==> src/rtl/mem_arb_pkg.sv <==
// Shared types and default sizing for the memory-port arbiter.
// Used by mem_arbiter and rr_picker.
package mem_arb_pkg;

    typedef enum logic [1:0] {
        IDLE,
        BUSY,
        DONE
    } state_t;

    typedef enum logic {
        RD,
        WR
    } req_kind_t;

    localparam int unsigned MEM_ARB_N_REQ_DEF   = 2;
    localparam int unsigned MEM_ARB_ADDR_W_DEF  = 32;
    localparam int unsigned MEM_ARB_DATA_W_DEF  = 64;
    localparam int unsigned MEM_ARB_TIMEOUT_DEF = 1024;

    function automatic int unsigned idx_width(input int unsigned n);
        return (n > 1) ? $clog2(n) : 1;
    endfunction

endpackage

==> src/rtl/mem_arbiter_rr_picker.sv <==
// Combinational round-robin picker: finds the first active requester
// at or after ptr_i, wrapping at N_REQ.
module rr_picker
    import mem_arb_pkg::*;
#(
    parameter int unsigned N_REQ = MEM_ARB_N_REQ_DEF,
    parameter int unsigned IDX_W = idx_width(N_REQ)
) (
    input  logic [N_REQ-1:0] active_i,
    input  logic [IDX_W-1:0] ptr_i,
    output logic [N_REQ-1:0] gnt_o,
    output logic [IDX_W-1:0] idx_o,
    output logic             any_o
);

    always_comb begin
        logic [IDX_W-1:0] cand;
        gnt_o = '0;
        idx_o = '0;
        any_o = 1'b0;
        cand  = '0;
        for (int unsigned off = 0; off < N_REQ; off++) begin
            cand = IDX_W'((32'(ptr_i) + off) % N_REQ);
            if (!any_o && active_i[cand]) begin
                any_o       = 1'b1;
                gnt_o[cand] = 1'b1;
                idx_o       = cand;
            end
        end
    end

endmodule

==> src/rtl/mem_arbiter.sv <==
// Round-robin arbiter sharing one main-memory port among N_REQ cache requesters.
// Optional watchdog abort enabled by defining MEM_ARB_TIMEOUT_EN.
module mem_arbiter
    import mem_arb_pkg::*;
#(
    parameter int unsigned N_REQ          = MEM_ARB_N_REQ_DEF,
    parameter int unsigned ADDR_W         = MEM_ARB_ADDR_W_DEF,
    parameter int unsigned DATA_W         = MEM_ARB_DATA_W_DEF,
    parameter int unsigned TIMEOUT_CYCLES = MEM_ARB_TIMEOUT_DEF
) (
    input  logic                     clk,
    input  logic                     rst,
    input  logic [N_REQ-1:0]         req_rd_en,
    input  logic [N_REQ-1:0]         req_wd_en,
    input  logic [N_REQ*ADDR_W-1:0]  req_addr,
    input  logic [N_REQ*DATA_W-1:0]  req_wd_data,
    output logic [DATA_W-1:0]        req_rd_data,
    output logic [N_REQ-1:0]         req_data_valid,
    output logic [N_REQ-1:0]         req_wd_valid,
    output logic [N_REQ-1:0]         req_err,
    output logic [N_REQ-1:0]         grant,
    output logic                     mem_rd_en,
    output logic                     mem_wd_en,
    output logic [ADDR_W-1:0]        mem_addr,
    output logic [DATA_W-1:0]        mem_wd_data,
    input  logic [DATA_W-1:0]        mem_data,
    input  logic                     mem_data_valid,
    input  logic                     mem_wd_valid
);

    localparam int unsigned IDX_W = idx_width(N_REQ);

    state_t            state_q, state_d;
    req_kind_t         kind_q, kind_d;
    logic [N_REQ-1:0]  grant_q, grant_d;
    logic [IDX_W-1:0]  idx_q, idx_d;
    logic [IDX_W-1:0]  rr_ptr_q, rr_ptr_d;
    logic [ADDR_W-1:0] addr_q, addr_d;
    logic [DATA_W-1:0] wdata_q, wdata_d;
    logic [DATA_W-1:0] rdata_q, rdata_d;
    logic              err_q, err_d;
    logic              timeout;

    logic [N_REQ-1:0]  pick_gnt;
    logic [IDX_W-1:0]  pick_idx;
    logic              pick_any;
    logic              rd_done;
    logic              wr_done;

    rr_picker #(
        .N_REQ (N_REQ),
        .IDX_W (IDX_W)
    ) u_picker (
        .active_i (req_rd_en | req_wd_en),
        .ptr_i    (rr_ptr_q),
        .gnt_o    (pick_gnt),
        .idx_o    (pick_idx),
        .any_o    (pick_any)
    );

`ifdef MEM_ARB_TIMEOUT_EN
    localparam int unsigned TO_W = $clog2(TIMEOUT_CYCLES + 1);

    logic [TO_W-1:0] to_cnt_q, to_cnt_d;

    // Held at zero outside BUSY, so it is already clear on entry.
    always_comb begin
        to_cnt_d = '0;
        if (state_q == BUSY) begin
            to_cnt_d = to_cnt_q + 1'b1;
        end
    end

    always_ff @(posedge clk or posedge rst) begin
        if (rst) begin
            to_cnt_q <= '0;
        end else begin
            to_cnt_q <= to_cnt_d;
        end
    end

    assign timeout = (state_q == BUSY) && (to_cnt_q == TO_W'(TIMEOUT_CYCLES - 1));
    assign req_err = (state_q == DONE && err_q) ? grant_q : '0;
`else
    logic unused_timeout_cfg;
    assign unused_timeout_cfg = (TIMEOUT_CYCLES != 0);
    assign timeout            = 1'b0;
    assign req_err            = '0;
`endif

    assign rd_done = (kind_q == RD) && mem_data_valid;
    assign wr_done = (kind_q == WR) && mem_wd_valid;

    always_comb begin
        state_d  = state_q;
        kind_d   = kind_q;
        grant_d  = grant_q;
        idx_d    = idx_q;
        rr_ptr_d = rr_ptr_q;
        addr_d   = addr_q;
        wdata_d  = wdata_q;
        rdata_d  = rdata_q;
        err_d    = err_q;
        case (state_q)
            IDLE: begin
                if (pick_any) begin
                    state_d = BUSY;
                    grant_d = pick_gnt;
                    idx_d   = pick_idx;
                    // Both enables high is illegal; the read wins.
                    kind_d  = req_rd_en[pick_idx] ? RD : WR;
                    addr_d  = req_addr[32'(pick_idx) * ADDR_W +: ADDR_W];
                    wdata_d = req_wd_data[32'(pick_idx) * DATA_W +: DATA_W];
                    err_d   = 1'b0;
                end
            end
            BUSY: begin
                if (rd_done) begin
                    rdata_d = mem_data;
                    state_d = DONE;
                end else if (wr_done) begin
                    state_d = DONE;
                end else if (timeout) begin
                    err_d   = 1'b1;
                    state_d = DONE;
                end
            end
            DONE: begin
                state_d  = IDLE;
                grant_d  = '0;
                rr_ptr_d = (idx_q == IDX_W'(N_REQ - 1)) ? '0 : idx_q + 1'b1;
            end
            default: begin
                state_d = IDLE;
                grant_d = '0;
            end
        endcase
    end

    always_ff @(posedge clk or posedge rst) begin
        if (rst) begin
            state_q  <= IDLE;
            kind_q   <= RD;
            grant_q  <= '0;
            idx_q    <= '0;
            rr_ptr_q <= '0;
            addr_q   <= '0;
            wdata_q  <= '0;
            rdata_q  <= '0;
            err_q    <= 1'b0;
        end else begin
            state_q  <= state_d;
            kind_q   <= kind_d;
            grant_q  <= grant_d;
            idx_q    <= idx_d;
            rr_ptr_q <= rr_ptr_d;
            addr_q   <= addr_d;
            wdata_q  <= wdata_d;
            rdata_q  <= rdata_d;
            err_q    <= err_d;
        end
    end

    assign grant          = grant_q;
    assign mem_rd_en      = (state_q == BUSY) && (kind_q == RD);
    assign mem_wd_en      = (state_q == BUSY) && (kind_q == WR);
    assign mem_addr       = addr_q;
    assign mem_wd_data    = wdata_q;
    assign req_rd_data    = rdata_q;
    assign req_data_valid = (state_q == DONE && kind_q == RD && !err_q) ? grant_q : '0;
    assign req_wd_valid   = (state_q == DONE && kind_q == WR && !err_q) ? grant_q : '0;

endmodule
==> config.mk <==
export PLATFORM = sky130hd
export DESIGN_NAME = mem_arbiter
export DESIGN_NICKNAME = d
export VERILOG_FILES = /design/src/rtl/mem_arb_pkg.sv /design/src/rtl/mem_arbiter_rr_picker.sv /design/src/rtl/mem_arbiter.sv
export SDC_FILE = /design/constraint.sdc
export NUM_CORES = 1
export LEC_CHECK = 0
export ABC_CLOCK_PERIOD_IN_PS = 7620
export CAP_MARGIN = 20
export CORE_MARGIN = 2
export CORE_UTILIZATION = 25
export DETAILED_ROUTE_END_ITERATION = 8
export HOLD_SLACK_MARGIN = 0.02
export MAX_ROUTING_LAYER = met4
export PLACE_DENSITY = 0.59
export SYNTH_ARGS = -nofsm -noshare
export SYNTH_HDL_FRONTEND = slang
export SYNTH_HIERARCHICAL = 1
export SYNTH_SLANG_ARGS = --single-unit
==> constraint.sdc <==
create_clock -name clk -period 7.62 [get_ports clk]
set_clock_uncertainty 0.05 [all_clocks]
set_input_delay 2.286 -clock clk [delete_from_list [all_inputs] [get_ports clk]]
set_output_delay 2.286 -clock clk [all_outputs]
set_load 0.01 [all_outputs]
[Word-level counts from Yosys, hierarchy flattened]
Index checks and enable logic that the tools add are counted.
Cells by class
  add/sub/neg operators: 2
  magnitude comparators: 5
  equality and inequality tests: 4
  shifts and indexed selects: 2
  mux-type cells: 26
  bitwise operators: 4
  reductions and logical operators: 15
Operators by type and width (count)
  variable part select 128 x 8 -> 64 bit: 1
  variable part select 64 x 7 -> 32 bit: 1
  two-way mux 2 bit: 8
  two-way mux 1 bit: 14
  logical AND 1 bit: 9
  one-hot mux 2 bit (2 select lines): 2
  AND reduction 2 bit: 4
  less-than comparator 1 x 2 -> 1 bit (second input constant): 3
  OR 2 bit: 2
  inequality test 3 bit (second input constant): 1
  adder 1 bit (second input constant): 2
  demux 1 bit (select 1 bit): 2
  equality test 2 x 1 -> 1 bit (second input constant): 1
  equality test 2 bit (second input constant): 1
  >= comparator 1 bit (second input constant): 2
  zero test 2 bit: 1
  inequality test 2 bit (second input constant): 1
  NOT 1 bit: 2
  zero test 1 bit: 1
Storage, ports and cells
  register bits after elaboration: 167
  input bits: 264
  logic and storage cells: 66

[Depth between registers and ports, before layout]
  depth after elaboration: 10
  gate-level depth with buffers: 7
  gate-level depth less buffers: 5

[Modules after synthesis]
The synthesis kept the hierarchy.
By module, submodules not included
  mem_arbiter: instances 1, cells an instance 591, area each 7226.9 sq um
  rr_picker: instances 1, cells an instance 5, area each 32.5 sq um

[Worst setup path before layout]
No wires, ideal clock.
  path type: input port to flip-flop
  start: input req_wd_en[0]
  end: register wdata_q[10] (netlist: mem_wd_data[10])
  data arrival time: 3.620 ns
  setup slack: 3.825 ns
  cell stages on the path: 7
  buffers on the path: 3
  cells stage by stage: or2_2 -> a21boi_0 -> buf_2 -> buf_4 -> buf_2 -> mux2i_1 -> a21oi_1
On the way
  cells in the longest elaborated chain, start to end: 8
  elaborated cells between the ends (all ways): 13
Ends and longest elaborated chain
  from (decl): line mem_arbiter.sv:14  | input logic [N_REQ-1:0] req_wd_en,
  OR 2 bit (*): line mem_arbiter.sv:54  | .active_i (req_rd_en | req_wd_en),
  two-way mux 1 bit (not written as such) (2 in series): line mem_arbiter_rr_picker.sv:24  | if (!any_o && active_i[cand]) begin
  two-way mux 1 bit: line mem_arbiter_rr_picker.sv:24
  zero test 1 bit: line mem_arbiter_rr_picker.sv:24
  logical AND 1 bit: line mem_arbiter_rr_picker.sv:24
  two-way mux 1 bit (*): line mem_arbiter_rr_picker.sv:24
  via pick_idx: line mem_arbiter.sv:45  | logic [IDX_W-1:0] pick_idx;
  variable part select 128 x 8 -> 64 bit (*): line mem_arbiter.sv:113  | wdata_d = req_wd_data[32'(pick_idx) * DATA_W +: DATA_W];
  to (signal assigned): line mem_arbiter.sv:158  | wdata_q <= wdata_d;
  to (decl): line mem_arbiter.sv:39  | logic [DATA_W-1:0] wdata_q, wdata_d;
Mark *: on every way through the listed nets, which the timed path passes. The rest lies on a longest branch. The select of a mux whose other input is x is not followed.
A chain may end at the register's enable or synchronous reset.

[Worst setup path after layout]
  start: input req_rd_en[0]
  end: register addr_q[3] (netlist: mem_addr[3])
On the way
  cells in the longest elaborated chain, start to end: 8
  elaborated cells between the ends (all ways): 13
Ends and longest elaborated chain
  from (decl): line mem_arbiter.sv:13  | input logic [N_REQ-1:0] req_rd_en,
  OR 2 bit (*): line mem_arbiter.sv:54
  two-way mux 1 bit (not written as such) (2 in series): line mem_arbiter_rr_picker.sv:24
  two-way mux 1 bit: line mem_arbiter_rr_picker.sv:24
  zero test 1 bit: line mem_arbiter_rr_picker.sv:24
  logical AND 1 bit: line mem_arbiter_rr_picker.sv:24
  two-way mux 1 bit (*): line mem_arbiter_rr_picker.sv:24
  via pick_idx: line mem_arbiter.sv:45
  variable part select 64 x 7 -> 32 bit (*): line mem_arbiter.sv:112  | addr_d = req_addr[32'(pick_idx) * ADDR_W +: ADDR_W];
  to (signal assigned): line mem_arbiter.sv:157  | addr_q <= addr_d;
  to (decl): line mem_arbiter.sv:38  | logic [ADDR_W-1:0] addr_q, addr_d;
Marks and branches as above.

==> impl_metrics.csv <==
group,metric,value,unit
run_status,status,"finished clean",
synthesis,synth_top_cells_by_count,"dfrtp_1 (167), nor2_1 (101), mux2i_1 (99)",
critical_path,crit_buf_inv,2,
critical_path,crit_path_start_kind,"input port",
placement,place_hpwl,16.9,mm
route,firstDrtPassIters,4,
route,wirelength,22.7,mm
floorplanning,initial_core_util,0.254,
floorplanning,coreArea,28600,µm²
clocking,cts-buffers-inserted,17,
critical_path,r2r_end,"mem_addr[3]",
critical_path,worstPathArrival,4.56,ns
critical_path,end_kind,"flop",
route,vias_per_cell,4.20,
synthesis,yosys-top-cells-area,"dfrtp_1 (58%), mux2i_1 (14%), mux2_1 (9.3%)",
synthesis,synth.most_common_cell,"dfrtp_1",
route,drtIter0Drc,180,
timing,slew_violations,0,
global_route,first_global_vias,6073,
min_path,min_path_type,"reg -> reg",
critical_path,worstSetupPathType,"in -> reg",
synthesis,async_flop_share,1.00,
route,wl_per_cell,16.1,µm
floorplanning,fp-row-count,62,
layout,fin_area,12400,µm²
synthesis,syn_avg_cell_area,12.2,µm²
route,route.detailed.drc,0,
route,ant_nets,0,
global_route,grt_max_degree,91,
global_route,overflow,0,
synthesis,yosysTopAreaCellShare,0.576,
synthesis,synth_edf_count,0,
floorplanning,pin_count,434,
floorplanning,die_x,174,µm
timing,rsz0062_at_grt,"no",
synthesis,post_synth_inst_count,596,
layout,nNetsFinal,1279,
synthesis,yosysTopAreaCell,"dfrtp_1",
clocking,clkTransAtPathRegs,0.07,ns
critical_path,path_depth,6,
layout,antenna_cells,0,
global_route,grt_first_pass_wirelength,34.9,mm
power,peakVddDrop,0.252,mV
critical_path,reg2reg_depth,5,
clocking,post_cts_buffers,0,
critical_path,cpPeakStageDelay,0.60,ns
clocking,cts_tree,"built",
critical_path,cpLargestDelayFamily,"buffers and inverters",
timing,period_share,0.571,
clocking,hold_buffers,0,
synthesis,yosysWarnings,6,
global_route,track_usage,0.153,
clocking,htreeDepth,4,
timing,setup_viol,0,
floorplanning,die_h,174,µm
critical_path,critical_path.endpoint,"mem_addr[3]",
critical_path,crit_chain,"clkdlybuf4s50_1, or2_2, a21boi_4, buf_4, mux2i_1, a21oi_1",
synthesis,ys_seq_elements,167,
timing,slew_headroom,0.419,
clocking,clk_latency,0.41,ns
timing,max_freq,230,MHz
layout,finalCoreUtilization,0.434,
synthesis,synth_area,7260,µm²
timing,tightest_slew,0.872,ns
clocking,cts_buffer_depth,2,
placement,port-buffer-count,431,
clocking,cts-root-buf,"clkbuf_16",
route,vias,5928,
power,p_leak,5.11,nW
critical_path,r2r_start,"rr_ptr_q",
critical_path,critPathMaxFanout,32,
placement,place_area,11800,µm²
critical_path,reg2reg_slack,5.45,ns
global_route,grt_antenna_before_repair,0,
placement,place_congestion,0.723,
timing,whs,0.416,ns
power,p_per_area,384,nW/µm²
critical_path,crit_required,7.83,ns
clocking,cts_resized,0,
run,max_cap_viol_count,0,
synthesis,ys_types,23,
timing,tns,0,ns
timing,finalHoldViolations,0,
synthesis,ys.flop_type,"dfrtp_1",
floorplanning,dieArea,30400,µm²
layout,drive_gt1_frac,0.0497,
critical_path,cp_slowest_cell,"buf_4",
clocking,cts_sinks,167,
critical_path,crit_start,"req_rd_en[0]",
synthesis,synth_seq_area_share,0.576,
timing,period_needed,4.35,ns
layout,fillers,2678,
layout,area_growth,71.3,%
## stage by stage
| stage | std cells | total power [mW] | worst slack (ns) |
|---|---|---|---|
| 2_1_floorplan | 597 | 2.74 | 0.766 |
| 3_3_place_gp | 1379 | 3.92 | 2.81 |
| 3_5_place_dp | 1379 | 3.95 | 2.79 |
| 4_1_cts | 1410 | 4.85 | 3.23 |
| 5_1_grt | 1411 | 5.12 | 3.14 |
| 6_report | 1411 | 4.78 | 3.27 |
## final cells by class
| class | instances | area [µm²] | area share |
|---|---|---|---|
| inverter | 3 | 16.3 | 0.00131 |
| clock inverter | 13 | 135 | 0.0109 |
| multi-input combinational | 387 | 2780 | 0.223 |
| sequential | 167 | 4180 | 0.336 |
| clock buffer | 18 | 439 | 0.0353 |
| tap | 384 | 480 | 0.0386 |
| timing repair buffer | 439 | 4410 | 0.354 |
## cells by family (layout without fill, tap and decap cells)
kind of cell	Yosys count	count (layout)	synth area share
other cells	1	2	0.000517
buf+inv	43	473	0.0446
mux	164	164	0.237
flops	167	167	0.576
compound gates	103	103	0.0722
simple gates	118	118	0.0696
## worst min-delay path by stage
stage / from / end / slack (ns) / cells after the start
floorplan: idx_q / rr_ptr_q / 0.38 / 1
global placement: idx_q / rr_ptr_q / 0.40 / 1
detailed placement: idx_q / rr_ptr_q / 0.41 / 1
CTS: idx_q / rr_ptr_q / 0.42 / 1
global route: idx_q / rr_ptr_q / 0.43 / 1
finish: idx_q / rr_ptr_q / 0.42 / 1
## registers in the layout, summed over array words and instances (netlist names)
register and cells:
idx_q 1, state_q 2, kind_q 1, rr_ptr_q 1, mem_addr 32, grant 2
req_rd_data 64, mem_wd_data 64
## placed cells by master, fill, tap and decap left out, types with 2 or more instances in the layout
| cell type | count |
|---|---|
| mux2_1 | 60 |
| nor2_1 | 101 |
| nor2b_1 | 2 |
| mux2_2 | 5 |
| dfrtp_1 | 167 |
| inv_8 | 3 |
| or2_2 | 2 |
| a21oi_1 | 97 |
| buf_4 | 6 |
| inv_6 | 6 |
| o21ai_0 | 2 |
| clkdlybuf4s50_1 | 431 |
| mux2i_1 | 99 |
| inv_1 | 2 |
| conb_1 | 2 |
| clkbuf_16 | 17 |
| and3_1 | 4 |
| nand2b_1 | 2 |
| clkinvlp_4 | 3 |
| a21boi_0 | 2 |
| nand2_1 | 3 |
## power by group
| part | internal, mW | switching [mW] |
|---|---|---|
| registers | 1.34 | 0.242 |
| clock network | 0.470 | 0.403 |
| logic | 1.28 | 1.04 |
| total | 3.09 | 1.69 |
## layer usage
metal / up-vias / global-route usage / part of all wire
met2: 281 / 0.252 / 0.48
met4: 0 / 0.0490 / 0.019
met3: 23 / 0.0394 / 0.075
met1: 2733 / 0.182 / 0.42
met5: - / - / 0
li1: 2891 / - / -
Power figures use the tool's default switching activity.
==> patch 1, RTL diff (same settings) <==
The 3 states of `state_t` get a one-hot encoding in 3 bits.
--- a/src/rtl/mem_arb_pkg.sv
+++ b/src/rtl/mem_arb_pkg.sv
@@ -4,6 +4,6 @@
 
-    typedef enum logic [1:0] {
-        IDLE,
-        BUSY,
-        DONE
+    typedef enum logic [2:0] {
+        IDLE = 3'b001,
+        BUSY = 3'b010,
+        DONE = 3'b100
     } state_t;
Function: no difference found for any inputs over 4 cycles, from zero or initial values and one cycle with rst high; so few cycles prove little.
==> patch 1 against the unedited design <==
Worst hold slack lost 0.019 ns; total power grew 3.7%; cell area grew 2.7%; wire length grew 8.5%; combinational power grew 3%; worst setup slack lost 0.25 ns; sequential cell count grew 1; area after synthesis grew 3.7%; critical path type is now reg2out; largest cell class unchanged.
==> patch 1: results (changes against the unedited design) <==
| Metric | Value |
|---|---|
| Status | `finished clean` |
| Crit-path slowest cell | `nor3b_1` |
| Worst path max stage delay | `0.56 ns (-0.04 ns)` |
| Lkg Pwr | `5.48 nW (+7.4%)` |
| Synth cell count leaders | `167 x dfrtp_1, 100 x nor2_1, 98 x a21oi_1, 98 x mux2i_1, 60 x mux2_4` |
| Overall global routing resource usage | `0.156 (+0.00317)` |
| CP arrival | `2.27 ns (-2.29 ns)` |
| Largest cells by area after synthesis | `dfrtp_1 56%, mux2i_1 13%, mux2_4 12%, a21oi_1 6.5%, nor2_1 5.0%` |
| Synth cell types | `25 (+8.7%)` |
| Share of cells above drive strength 1 | `0.113 (+0.0629)` |
| Skew-Pair Late Insertion Delay | `0.43 ns (+0.02 ns)` |
| DP Area | `12100 µm² (+2.6%)` |
| Launch point of the critical path | `state_q[2]$_DFFE_PP0P_` |
| Layout Utilization | `0.431 (-0.00371)` |
| VDD IR max | `0.205 mV (-19%)` |
| Post-synthesis mux area share | `0.262 (+0.0246)` |
| Filler cell count | `2846 (+6.3%)` |
| Slew HR | `0.351 (-0.0683)` |
| Largest net degree at the start of global routing | `143 (+57%)` |
| Dpl hpwl | `18000 µm (+6.6%)` |
| Drt initial violations | `235 (+31%)` |
| Vias in the first global route | `6329 (+4.2%)` |
| Finished Layout Cells | `1422 (+0.78%)` |
| Worst path top cell family by delay | `simple AND/OR/NAND/NOR gates` |
| Final net count | `1282 (+0.23%)` |
| Drt total wl | `24600 µm (+8.5%)` |
| Routed vias/inst | `4.25 (+1.2%)` |
| Sequential-to-total area share from yosys stat | `0.559 (-0.0171)` |
| Syn_area_per_cell | `12.5 µm² (+2.8%)` |
| Routability-driven placement congestion ratio | `0.758 (+4.9%)` |
| Pre-CTS setup slack | `2.98 ns (+0.184 ns)` |
| Compound-Gate Fraction of Synth Area | `0.0711 (-0.00108)` |
| Async set-or-reset flop fraction in the synthesized netlist | `1.00 (unchanged)` |
| CP max FO | `7 (-78%)` |
patch 1: path summary, 6_finish.rpt:
path | endpoint | slack, ns | cells after the start
setup / recovery | req_wd_valid[0] | 3.02 | 3
hold / removal | rr_ptr_q$_DFFE_PP0N_ | 0.40 | 1
setup reg to reg | req_rd_data[37]$_DFFE_PP0P_ | 5.31 | 4
hold reg to reg | rr_ptr_q$_DFFE_PP0N_ | 0.40 | 1
max in group asynchronous | mem_addr[18]$_DFFE_PP0P_ | 3.87 | 3
min in group asynchronous | req_rd_data[5]$_DFFE_PP0P_ | 2.34 | 2
patch 1: report_power, final:
group          switching (mW)  internal [mW]  total [mW]
registers               0.275           1.34        1.62
logic                    1.02           1.38        2.40
clock network           0.404          0.535       0.940
patch 1: layout make-up:
class,instances,share of cell area
clock buffers,18,0.0344
repair buffers,438,0.343
clock inverters,14,0.0146
well taps,390,0.0382
flip-flops and latches,168,0.329
diodes,1,0.000196
multi-input cells,390,0.239
inverters,3,0.00127
patch 1: kinds of logic after synthesis:
| family | count (synthesis) |
|---|---|
| multiplexers | 166 |
| AND/OR/NAND/NOR | 118 |
| AO/OA/AOI/OAI | 104 |
| buffers and inverters | 44 |
| flip-flops | 168 |
| other | 1 |
patch 1: routing by layer:
metal	up-vias	wire [µm]	GRT usage
li1	2920	-	-
met1	2818	10000	0.180
met2	289	11900	0.253
met3	16	2480	0.0608
met4	0	278	0.0427
met5	-	0	-
==> patch 2, RTL diff (same settings) <==
Without the edit above. The option `MEM_ARB_TIMEOUT_EN` is turned on by a define.
--- a/src/rtl/mem_arbiter.sv
+++ b/src/rtl/mem_arbiter.sv
@@ -2,2 +2,4 @@
 // Optional watchdog abort enabled by defining MEM_ARB_TIMEOUT_EN.
+`define MEM_ARB_TIMEOUT_EN
+
 module mem_arbiter
Behaviour: same outputs for any inputs over 4 cycles, from zero or initial values and one cycle with rst high; that may be too few to reach the edited logic, so the function may still have changed.
==> patch 2 against the unedited design <==
Total power is 2.4% higher; sequential share of layout area rose by 0.83 points; wire length increased by 12%; worst setup slack got worse by 0.047 ns; sequential cell count increased by 12; synthesized cell count rose by 9.4%; cell area rose by 4.6%; area after synthesis grew 6.3%.
==> patch 2: results (changes against the unedited design) <==
| Metric | Value |
|---|---|
| Reg-to-reg critical path endpoint | `req_rd_data[46]$_DFFE_PP0P_` |
| VDD IR max | `0.165 mV (-34%)` |
| Final net count | `1336 (+4.5%)` |
| Filler cell count | `2927 (+9.3%)` |
| Status | `finished clean` |
| Flop-to-flop setup slack | `5.22 ns (-0.23 ns)` |
| Dpl hpwl | `19500 µm (+15%)` |
| Routed vias/inst | `4.30 (+2.4%)` |
| Multi-input logic area | `3010 µm² (+8.2%)` |
| Worst Tran Pin Value | `0.872 ns (+0.000156 ns)` |
| Drt initial violations | `198 (+10%)` |
| Sequential-to-total area share from yosys stat | `0.581 (+0.00485)` |
| IO Port Bufs | `433 (+0.46%)` |
| First-pass GRT wire length | `38500 µm (+10%)` |
| Synth cell count leaders | `179 x dfrtp_1, 102 x nand2_1, 100 x mux2i_1` |
| Worst path max stage delay | `0.45 ns (-0.15 ns)` |
| CP arrival | `4.64 ns (+0.08 ns)` |
| Worst hold margin | `0.402 ns (-0.0141 ns)` |
| Crit Reg-Reg Startpoint | `state_q[1]$_DFFE_PP0P_` |
| Net Sw Frac | `0.350 (-0.00405)` |
| Largest net degree at the start of global routing | `123 (+35%)` |
| Synth cell types | `34 (+48%)` |
| CP max FO | `97 (+200%)` |
| Lkg Pwr | `5.49 nW (+7.5%)` |
| WL/cell | `17.2 µm (+6.8%)` |
==> patch 2: cell count changes after synthesis, sizes merged, moves of 12 or more <==
cell	before	now
o21ai	2	100
a21oi	97	7
nor2	102	9
buf	40	17
dfrtp	167	179
nand2	3	102
clkbuf	0	26
==> patch 2: kinds of logic after synthesis <==
kind of cell             synth area share
AO/OA/AOI/OAI                      0.0775
XOR/XNOR                          0.00341
adder cells (fa/ha/maj)           0.00162
buffers and inverters              0.0323
flip-flops                          0.581
multiplexers                        0.227
AND/OR/NAND/NOR                    0.0782
==> patch 2: worst max-delay path: cells and delay by family <==
kind / cells / cell delay (ns)
buf+inv: 3 / 1.12
compound gates: 1 / 0.16
simple gates: 3 / 0.98
==> patch 2: power by group through the flow <==
| stage | Clock (mW) | Sequential [mW] | Combinational (mW) |
|---|---|---|---|
| after detailed placement | 0 | 1.68 | 2.40 |
| after global routing | 0.932 | 1.73 | 2.57 |
| after global placement | 0 | 1.67 | 2.38 |
| final | 0.862 | 1.66 | 2.37 |
| after CTS | 0.898 | 1.67 | 2.40 |
| after floorplan | 0 | 1.85 | 0.932 |
==> patch 2: worst max path at each step <==
stage                             from  slack (ns)                     endpoint  cells past startpoint
after floorplan                    rst        0.43            err_q$_DFFE_PP0P_                      1
after global placement    req_rd_en[0]        2.50     mem_addr[24]$_DFFE_PP0P_                      6
after detailed placement  req_rd_en[0]        2.48  mem_wd_data[53]$_DFFE_PP0P_                      6
after CTS                 req_rd_en[0]        2.95  mem_wd_data[53]$_DFFE_PP0P_                      6
after global routing      req_rd_en[0]        3.11  mem_wd_data[22]$_DFFE_PP0P_                      7
final                     req_rd_en[0]        3.22  mem_wd_data[53]$_DFFE_PP0P_                      7
==> patch 2: stage by stage <==
| step | util | cell area, µm² | worst slack, ns | instances |
|---|---|---|---|---|
| final | 0.426 | 13000 | 3.22 | 1480 |
| after global routing | 0.426 | 13000 | 3.11 | 1480 |
| after CTS | 0.425 | 13000 | 2.95 | 1479 |
| after detailed placement | 0.407 | 12400 | 2.48 | 1447 |
| after global placement | 0.407 | 12400 | 2.50 | 1447 |
| after floorplan | - | 7720 | 0.425 | 652 |
==> patch 2: layout make-up <==
cell class	count	share of cell area
tap	396	0.0381
timing repair buffer	443	0.341
sequential	179	0.344
clock inverter	13	0.00962
clock buffer	19	0.0333
inverter	5	0.00202
multi-input combinational	425	0.231
==> patch 2: layer usage <==
layer | global-route usage | up-vias | wire (µm)
li1 | - | 3111 | -
met1 | 0.183 | 2935 | 10400
met2 | 0.262 | 300 | 12400
met3 | 0.0610 | 22 | 2200
met4 | 0.0501 | 0 | 476
met5 | - | - | 0
